### config.mk
export PLATFORM = sky130hd
export DESIGN_NAME = pos_decoder
export DESIGN_NICKNAME = d
export VERILOG_FILES = /design/src/rtl/pos_decoder_pkg.sv /design/src/rtl/pos_decoder_pos_to_onehot.sv /design/src/rtl/pos_decoder.sv
export SDC_FILE = /design/constraint.sdc
export NUM_CORES = 1
export LEC_CHECK = 0
export CAP_MARGIN = 20
export CORE_MARGIN = 3
export CORE_UTILIZATION = 45
export CTS_CLUSTER_SIZE = 24
export DETAILED_ROUTE_END_ITERATION = 10
export PLACE_DENSITY = 0.66
export SYNTH_ARGS = -nofsm -noshare
export SYNTH_HDL_FRONTEND = slang
export SYNTH_SLANG_ARGS = --single-unit
### constraint.sdc
create_clock -name clk -period 1.7 [get_ports clk]
set_input_delay 0.34 -clock clk [delete_from_list [all_inputs] [get_ports clk]]
set_output_delay 0.34 -clock clk [all_outputs]
set_load 0.005 [all_outputs]
### src/rtl/pos_decoder_pkg.sv
// Shared constants and entry type for the position-code decoder.
// Optional range checking is enabled by defining POS_DECODER_RANGE_CHECK_EN.
package pos_decoder_pkg;

  localparam int POS_W     = 6;
  localparam int DEF_WIDTH = 32;
  localparam int DEF_DEPTH = 2;

  typedef struct packed {
    logic [DEF_WIDTH-1:0] mask;
    logic                 err;
  } entry_t;

endpackage

### src/rtl/pos_decoder_pos_to_onehot.sv
// Combinational position-code to one-hot decoder with an out-of-range flag.
module pos_to_onehot
  import pos_decoder_pkg::*;
#(
  parameter int WIDTH = DEF_WIDTH
) (
  input  logic [POS_W-1:0] in_pos,
  output logic [WIDTH-1:0] mask,
  output logic             oor
);

  // Code k in 1..WIDTH selects bit k-1; zero and out-of-range codes give no bit.
  always_comb begin
    mask = '0;
    oor  = (32'(in_pos) > 32'(WIDTH));
    for (int i = 0; i < WIDTH; i++) begin
      mask[i] = (32'(in_pos) == 32'(i + 1));
    end
  end

endmodule

### src/rtl/pos_decoder.sv
// Position-code decoder feeding a DEPTH-entry FIFO with valid/ready handshakes.
// Define POS_DECODER_RANGE_CHECK_EN to flag out-of-range codes on out_err.
module pos_decoder
  import pos_decoder_pkg::*;
#(
  parameter int WIDTH = DEF_WIDTH,
  parameter int DEPTH = DEF_DEPTH
) (
  input  logic             clk,
  input  logic             rst_n,
  input  logic [POS_W-1:0] in_pos,
  input  logic             in_valid,
  output logic             in_ready,
  output logic [WIDTH-1:0] out_mask,
  output logic             out_err,
  output logic             out_valid,
  input  logic             out_ready,
  output logic [1:0]       count
);

  localparam int AW    = (DEPTH > 1) ? $clog2(DEPTH) : 1;
  localparam int CNT_W = $clog2(DEPTH + 1);

  logic [WIDTH-1:0] dec_mask_s;
  logic             dec_oor_s;

  logic [AW-1:0]    wr_ptr_q, wr_ptr_d;
  logic [AW-1:0]    rd_ptr_q, rd_ptr_d;
  logic [CNT_W-1:0] count_q, count_d;
  logic [WIDTH-1:0] mask_mem_q [DEPTH];
  logic [WIDTH-1:0] mask_mem_d [DEPTH];
  logic             push_s, pop_s;

  pos_to_onehot #(.WIDTH(WIDTH)) u_dec (
    .in_pos (in_pos),
    .mask   (dec_mask_s),
    .oor    (dec_oor_s)
  );

  assign in_ready  = (count_q < CNT_W'(DEPTH));
  assign out_valid = (count_q != '0);
  assign count     = 2'(count_q);
  assign push_s    = in_valid && in_ready;
  assign pop_s     = out_valid && out_ready;

  // Pointer, occupancy and storage next-state.
  always_comb begin
    wr_ptr_d   = wr_ptr_q;
    rd_ptr_d   = rd_ptr_q;
    count_d    = count_q;
    mask_mem_d = mask_mem_q;
    if (push_s) begin
      wr_ptr_d             = wr_ptr_q + AW'(1);
      mask_mem_d[wr_ptr_q] = dec_mask_s;
    end else begin
      wr_ptr_d = wr_ptr_q;
    end
    if (pop_s) begin
      rd_ptr_d = rd_ptr_q + AW'(1);
    end else begin
      rd_ptr_d = rd_ptr_q;
    end
    case ({push_s, pop_s})
      2'b10:   count_d = count_q + CNT_W'(1);
      2'b01:   count_d = count_q - CNT_W'(1);
      default: count_d = count_q;
    endcase
  end

  // FIFO state registers.
  always_ff @(posedge clk or negedge rst_n) begin
    if (!rst_n) begin
      wr_ptr_q <= '0;
      rd_ptr_q <= '0;
      count_q  <= '0;
      for (int i = 0; i < DEPTH; i++) begin
        mask_mem_q[i] <= '0;
      end
    end else begin
      wr_ptr_q   <= wr_ptr_d;
      rd_ptr_q   <= rd_ptr_d;
      count_q    <= count_d;
      mask_mem_q <= mask_mem_d;
    end
  end

  // Head mask is forced to zero whenever the buffer is empty.
  always_comb begin
    if (out_valid) begin
      out_mask = mask_mem_q[rd_ptr_q];
    end else begin
      out_mask = '0;
    end
  end

`ifdef POS_DECODER_RANGE_CHECK_EN
  logic [DEPTH-1:0] err_mem_q, err_mem_d;

  // Error bit storage alongside the masks.
  always_comb begin
    err_mem_d = err_mem_q;
    if (push_s) begin
      err_mem_d[wr_ptr_q] = dec_oor_s;
    end else begin
      err_mem_d = err_mem_q;
    end
  end

  // Error bit registers.
  always_ff @(posedge clk or negedge rst_n) begin
    if (!rst_n) begin
      err_mem_q <= '0;
    end else begin
      err_mem_q <= err_mem_d;
    end
  end

  // Head error flag, zero when empty.
  always_comb begin
    if (out_valid) begin
      out_err = err_mem_q[rd_ptr_q];
    end else begin
      out_err = 1'b0;
    end
  end
`else
  logic unused_oor_s;
  assign unused_oor_s = dec_oor_s;
  assign out_err      = 1'b0;
`endif

endmodule

==> metrics list, run 1 <==
- Global routing used 29.52% of the available met2 tracks.
* Type of the tightest min-delay check: flip-flop to flip-flop
- CP delay by family, top: buffers and inverters
- Leading cell type in the layout, fill and taps excluded: nand2_1
- Yosys Warn Count: 0
- Counting I/O delays and the setup requirement, the final critical path takes 1.851 ns.
- After floorplanning, the core was divided into 30 placement rows.
- The clock passes through at most 2 buffers.
- Master cell of the clock root buffer: clkbuf_8
- Pin count of the biggest net entering global routing: 66
- Clock tree from TritonCTS: yes
* Violations in the final reports: setup timing
- Antenna Nets Post-Route: 0
- Layout cell share with drive strength beyond 1: 23.74%
* CP Class: flip-flop to output pin
* IO buf count: 45
- Leaving out fill and tap cells, the most frequent cells in the layout are nand2_1, dfrtp_1, nor2_1, o21ai_1, buf_2.
- Static timing analysis puts the maximum clock frequency at 540.3 MHz.
- Wire length of the first global-routing pass: 12680 um
- Slowest CP cell: dfrtp_2
- Clock slew seen by the registers of the worst setup and hold paths: 0.07 ns
- The setup check on the worst reg-to-reg path leaves a slack of 0.15 ns.
- The later pin in the worst-skew pair is clocked with a latency of 0.34 ns.
- The number of antenna violations at the first check in global routing is 0.
- Final Cell Area: 4213 um2
* PD cells: 1263 nW/um2
- Once detailed placement completed, the half-perimeter wirelength came to 4666 um.
* RSZ-0062 raised after global routing: true
* DIE WIDTH: 90.65 um
- From synthesis to final layout, the design area changed by 30.66%.
- Nature of the critical path startpoint: flip-flop
- The critical path contains buffers and inverters numbering 4 combined.
- In this run the static leakage power is 1.976 nW.
* Netlist cell types: 25
* All-Layer GR Usage: 19.47%
- The tightest hold path in the finished design has a slack of 0.4837 ns.
* Antenna diodes: 0
- The initial utilization of the core area, before any placement, comes to 46.94%.
- After the last flow step, the layout net total stands at 423.
- Worst-path cell chain: buf_6 > buf_12 > buf_8 > mux2i_2 > nor2_1 > buf_2
* # clock sinks: 68
- Placeable Area: 6869 um2
* Combined area of all synthesized cells: 3224 um2
- The total count of max-transition violations in the final report is 0.
* I/O Pins: 47
* GR Util met3: 6.333%
- At the worst endpoint, the required time is 1.36 ns.
- After technology mapping, the gate count stands at 345.
- Detailed router's first-iteration violation count: 83
* Number of design rule violations left after detail routing: 0
- Overall overflow remaining after global route: 0
* Count of vias placed by the detailed router: 2539
- Total CTS buffers: 9
* Die Y-Extent: 90.65 um
- Worst IR Drop VDD: 0.0005911 V
- TritonRoute pass-1 iters: 4
- Final cell count without fillers: 513
* Mean instance size in the synthesized netlist: 9.346 um2
- In the global route stage, met1 resource usage came out at 26.59%.
- Via count of the first global-routing pass: 2527
* Total routed wirelength: 7317 um
- The final-report hold violation count is 0.
- Setup ws final: -0.1508 ns
- In this design, the stage delay of the slowest critical-path cell is 0.45 ns.
- Max FO, Critical Path: 5
* Layout Skew: 0.008664 ns
* Post-route fraction of the period consumed by the critical path: 108.9%
* Total of endpoints with negative setup slack in the final report: 30
* Via-per-instance ratio: 4.949
- Area enclosed by the die boundary: 8217 um2
- Dividing the detail-routed wire length by the instance count gives 14.26 um.
- H-tree depth: 3
* Least-Margin Pin Slew: 0.5488 ns
- For the worst setup path, the data arrival time is 1.51 ns.
- Weighted congestion reported at the end of routability-driven placement: 0.7716
* Crit. End Element: output pin
- Post-place instance area: 3910 um2
- Peak-usage layer in the global routing report: met2
- The worst pin sits at a relative slew slack of 63.41%.
- Sequential cells were found to cover 52.77% of the synthesized design area.
- The run finished, with violations left.
- Synthesis-stage register bit count: 68
- Post-Place Worst Slack: -0.1308 ns
* Total placed cells including tap cells: 483
* Reported max-cap violation count: 0
- Net Count, Synth: 356
==> sequential cells by signal, summed over array words and instances, names as in the netlist <==
name and cells:
mask_mem_q 64, count 2, rd_ptr_q 1, wr_ptr_q 1
==> area by class of cell <==
| cell class | count | area [um2] |
|---|---|---|
| Sequential cell | 68 | 1703 |
| Fill cell | 587 | 2656 |
| Tap cell | 96 | 120.1 |
| Clock buffer | 14 | 162.7 |
| Clock inverter | 2 | 10.01 |
| Multi-Input combinational cell | 251 | 1449 |
| Inverter | 2 | 7.507 |
| Timing Repair Buffer | 80 | 760.7 |
==> report_power, final <==
group          total, mW  switching (mW)  internal (mW)  leakage, nW
combinational       2.24            1.05           1.20        0.949
sequential          1.90           0.123           1.78        0.937
clock               1.18           0.570          0.606       0.0905
==> tightest hold or removal path: stages, from the launching register on <==
cell     delay (ns)
dfrtp_1        0.35
nand2_1        0.05
o21ai_0        0.06
==> logic make-up after synthesis <==
kind of cell	Yosys count	synth area share, %
mux	32	9.934
fa+ha+maj	1	0.3880
xor+xnor	4	1.087
flops	68	52.77
other cells	1	0.1163
simple gates	149	21.15
compound gates	64	9.934
buf+inv	26	4.617
==> what timing repair did <==
action	in CTS	in global routing
setup buffers	11	3
hold buffers	1	0
hold endpoints to repair	20	0
gates cloned	2	0
pin swaps	15	11
gates resized for setup	155	11
endpoints found under the setup margin	35	33
==> through the flow <==
step                setup TNS, ns  total power, mW  utilization [%]
floorplan                       0            2.874                -
global placement           -3.015            3.559            56.92
detailed placement         -3.639            3.589            56.92
CTS                        -3.670            5.405            61.22
global route               -5.048            5.613            61.33
finish                     -2.305            5.321            61.33
==> cells in the mapped netlist <==
library cell | n | share of area [%]
buf_6 | 5 | 1.7
xor2_1 | 1 | 0.27
xnor2_1 | 3 | 0.82
nor4b_4 | 3 | 2.2
or3b_1 | 1 | 0.27
nor2b_1 | 2 | 0.39
o21ai_1 | 33 | 5.1
and2_1 | 2 | 0.39
nor4b_1 | 1 | 0.27
clkbuf_1 | 12 | 1.4
and4bb_2 | 3 | 1.2
nand2b_1 | 1 | 0.19
buf_4 | 2 | 0.47
and4b_2 | 1 | 0.35
nand3b_1 | 1 | 0.23
inv_1 | 2 | 0.23
dfrtp_1 | 68 | 53
mux2i_1 | 32 | 9.9
nor2_1 | 35 | 4.1
nand2_1 | 98 | 11
nor4_1 | 1 | 0.19
o21ai_0 | 31 | 4.8
ha_1 | 1 | 0.39
buf_2 | 5 | 0.78
conb_1 | 1 | 0.12
==> per-layer routing <==
metal | vias to the layer above | wire length [um]
met1 | 1189 | 3485
met4 | 0 | 110
met3 | 11 | 328
li1 | 1279 | -
met5 | - | 0
met2 | 60 | 3392
==> path summary, 6_finish.rpt <==
check,from,to,cells past startpoint
min,mask_mem_q[21]$_DFFE_PN0P_,mask_mem_q[21]$_DFFE_PN0P_,2
min in group asynchronous,rst_n,mask_mem_q[21]$_DFFE_PN0P_,2
min reg2reg,mask_mem_q[21]$_DFFE_PN0P_,mask_mem_q[21]$_DFFE_PN0P_,2
max,rd_ptr_q$_DFFE_PN0P_,out_mask[24],6
max in group asynchronous,rst_n,rd_ptr_q$_DFFE_PN0P_,3
max reg2reg,count[1]$_DFFE_PN0P_,mask_mem_q[57]$_DFFE_PN0P_,5
Note: power is estimated with default switching activity, not from simulation.
==> run 2, diff against run 1 <==
--- a/config.mk
+++ b/config.mk
@@ -11,6 +11,7 @@
 export CTS_CLUSTER_SIZE = 24
 export DETAILED_ROUTE_END_ITERATION = 10
 export PLACE_DENSITY = 0.66
+export RECOVER_POWER = 25
 export SYNTH_ARGS = -nofsm -noshare
 export SYNTH_HDL_FRONTEND = slang
 export SYNTH_SLANG_ARGS = --single-unit
==> run 2 against run 1 <==
The flow still finishes with violations (setup timing). Utilization decreased by 0.22 points. Final cell count unchanged. Clock power about the same. Final area decreased by 0.36%. Maximum frequency decreased by 0.41%. Sequential cell count unchanged. Hold slack got worse by 0.00072 ns. Clock skew increased by 0.0012 ns. Critical path depth unchanged. Routed wire length increased by 0.14%. Sequential power about the same. Largest power group unchanged. Highest routed layer unchanged.
==> metrics list, run 2 (synthesis results as in run 1) <==
- The count of routing violations after the opening detailed-route iteration was 94 (was 83).
* Part of the total power dissipated in combinational logic: 42.1% (was 42.2%)
* Layout Skew: 0.009822 ns (was 0.008664 ns)
- The total count of max-transition violations in the final report was 0 (unchanged).
- The classification of the worst setup path is flip-flop to output pin (unchanged).
- Max reg flops: 64 (unchanged)
- The final design utilization is 61.11% (was 61.33%).
- Final min period: 1.858 ns (was 1.851 ns)
- The internal cell power is 3.578 mW (was 3.582 mW).
- The hold path endpoint is mask_mem_q[21]$_DFFE_PN0P_ (unchanged).
- The slowest stage cell on the critical path is dfrtp_2 (unchanged).
- The clock insertion delay at the later pin of the skew report was 0.35 ns (was 0.34 ns).
- The global placement routability congestion came to 0.7716 (unchanged).
- The launch instance of the worst register-to-register path is count[1]$_DFFE_PN0P_ (unchanged).
- Area growth from synthesis to final layout: 30.19% (was 30.66%)
- Overall overflow remaining after global route: 0 (unchanged)
* Number of failing hold endpoints at the final stage: 0 (unchanged)
* H-tree depth: 3 (unchanged)
- The floorplan row count came to 30 (unchanged).
* Reg2reg path depth: 5 (unchanged)
- Highest-count cells in the layout ignoring fill and taps: nand2_1, dfrtp_1, nor2_1, o21ai_1, buf_2 (unchanged).
* Headroom to the max-slew limit: 62.02% (was 63.41%)
- Pleak: 1.971 nW (was 1.976 nW)
* FF-to-FF End: mask_mem_q[57]$_DFFE_PN0P_ (unchanged)
- Nature of the critical path startpoint: flip-flop (unchanged)
- The initial cell density of the core came to 46.94% (unchanged).
- Register ranked first by flip-flop count: mask_mem_q (unchanged)
- The beginning of the worst hold path is mask_mem_q[21]$_DFFE_PN0P_ (unchanged).
- The number of buffers created by CTS was 9 (unchanged).
- Number of design rule violations left after detail routing: 0 (unchanged)
- The worst hold slack came to 0.4829 ns (was 0.4837 ns).
- The power share of the sequential group is 35.7% (about the same).
- The global-route wire length before repair came to 12680 um (unchanged).
- The relative contribution of the clock network to total power came to 22.2% (was 22.1%).
- The antenna violation net count after detailed routing was 0 (unchanged).
- Half-perimeter wire length of the detailed placement result: 4666 um (unchanged)
- Pin count of the biggest net entering global routing: 66 (unchanged)
- The required time of the critical path is 1.36 ns (about the same).
- Via-per-instance ratio: 4.971 (was 4.949)
- Switching power summed over all nets: 1.743 mW (was 1.739 mW)
- Internal reg-to-reg setup slack: 0.14 ns (was 0.15 ns)
* Run status: complete, but fails checks (unchanged)
- Nets: 423 (unchanged)
- Die Y-Extent: 90.65 um (unchanged)
- The total via count in the routed design came to 2550 (was 2539).
* Via count of the first global-routing pass: 2527 (unchanged)
- The kind of end point of the critical path is an output pin (unchanged).
- Hold Path Cell Cnt: 2 (unchanged)
* Master cell of the clock root buffer: clkbuf_8 (unchanged)
* Type of the tightest min-delay check: flip-flop to flip-flop (unchanged)
- The per-cell routed wire length is 14.28 um (was 14.26 um).
* DIE WIDTH: 90.65 um (unchanged)
- The clock slew at the register clock pins of the worst setup and hold paths is 0.07 ns (about the same).
- Setup ws final: -0.1584 ns (was -0.1508 ns)
- Reported max-cap violation count: 0 (unchanged)
- Worst-path cell chain: buf_6 > buf_12 > buf_8 > mux2i_2 > nor2_1 > buf_2 (unchanged).
- Violations in the final reports: setup timing (unchanged)
- Critical Path AT: 1.52 ns (was 1.51 ns)
- The commonest non-fill, non-tap cell in the layout is nand2_1 (unchanged).
- The power density relative to cell area was 1268 nW/um2 (was 1263 nW/um2).
- The deepest clock path buffer count was 2 (unchanged).
- The delay of the slowest cell on the worst path was 0.45 ns (about the same).
- The number of clock sinks was 68 (unchanged).
- All-Layer GR Usage: 19.47% (unchanged)
* Post-route fraction of the period consumed by the critical path: 109.3% (was 108.9%)
* I/O Pins: 47 (unchanged)
* Layout cell share with drive strength beyond 1: 23.74% (unchanged)
* Maximum achievable frequency: 538.1 MHz (was 540.3 MHz)
- The total of endpoints with negative setup slack in the final report is 30 (unchanged).
* RSZ-0062 raised after global routing: true (unchanged)
- The transition at the pin with the smallest max-transition slack came to 0.5697 ns (was 0.5488 ns).
* Worst IR Drop VDD: 0.0005913 V (was 0.0005911 V)
* IO buf count: 45 (unchanged)
- The detailed-route wire length came to 7327 um (was 7317 um).
* Switching power as a share of total power: 32.76% (was 32.68%)
- Initial antenna violation count: 0 (unchanged)
- Clock tree from TritonCTS: yes (unchanged)
* TritonRoute pass-1 iters: 4 (unchanged)
- The area of the die came to 8217 um2 (unchanged).
- Antenna diodes: 0 (unchanged)
- The launching element of the worst setup path is rd_ptr_q$_DFFE_PN0P_ (unchanged).
- The placeable core area came to 6869 um2 (unchanged).
- The maximum fanout count along the critical path was 5 (unchanged).
-- run 2: cell count changes in the layout (fill, tap and decap cells not counted) --
cell / before / now
clkbuf_2: 0 / 2
buf_2: 33 / 32
buf_12: 11 / 10
-- run 2: metal layers --
layer  wire length (um)  global-route usage [%]  up-vias  share of wire [%]
met5                  0                       0        -                  0
met4                119                   5.995        0                1.6
met3                382                   6.333       12                5.2
met2               3382                   29.52       66                 46
met1               3442                   26.59     1193                 47
li1                   -                       -     1279                  -
-- run 2: power by group through the flow --
stage	clock, mW	combinational [mW]	sequential [mW]
global placement	0	1.65	1.91
floorplan	0	0.992	1.88
detailed placement	0	1.67	1.92
global route	1.28	2.40	1.92
CTS	1.21	2.29	1.90
finish	1.18	2.24	1.90
-- run 2: stage by stage --
stage	setup WS [ns]	setup TNS, ns	instance area, um2	cells	power, mW
2_1_floorplan	0.1563	0	3224	345	2.874
3_3_place_gp	-0.1036	-3.015	3910	483	3.559
3_5_place_dp	-0.1308	-3.639	3910	483	3.589
4_1_cts	-0.2085	-3.670	4205	513	5.405
5_1_grt	-0.2704	-5.048	4198	513	5.608
6_report	-0.1584	-2.527	4198	513	5.322
-- run 2: final cells by class --
| class | count | area, um2 |
|---|---|---|
| Multi-Input combinational cell | 251 | 1449 |
| Clock buffer | 14 | 162.7 |
| Inverter | 2 | 7.507 |
| Clock inverter | 2 | 10.01 |
| Sequential cell | 68 | 1703 |
| Timing Repair Buffer | 80 | 745.7 |
| Fill cell | 589 | 2671 |
| Tap cell | 96 | 120.1 |
-- run 2: timing repair --
action	CTS	global route
resized for setup	155	11
setup endpoints to repair	35	33
gates cloned	2	0
hold buffers	1	0
pin swaps	15	11
buffers inserted	11	3
hold endpoints to repair	20	0
-- run 2: how the worst max path moves through the flow --
stage	slack, ns	endpoint	cells after the start
global route	-0.27	out_mask[24]	6
floorplan	0.16	count[1]$_DFFE_PN0P_	6
detailed placement	-0.13	mask_mem_q[63]$_DFFE_PN0P_	5
CTS	-0.21	out_mask[21]	6
finish	-0.16	out_mask[24]	6
global placement	-0.10	mask_mem_q[36]$_DFFE_PN0P_	5
-- run 2: critical path, delay by kind of cell, from the launching register on --
family	cells	cell delay, ns
buffers and inverters	4	0.50
muxes	1	0.14
and+or+nand+nor	1	0.08
DFF	1	0.45
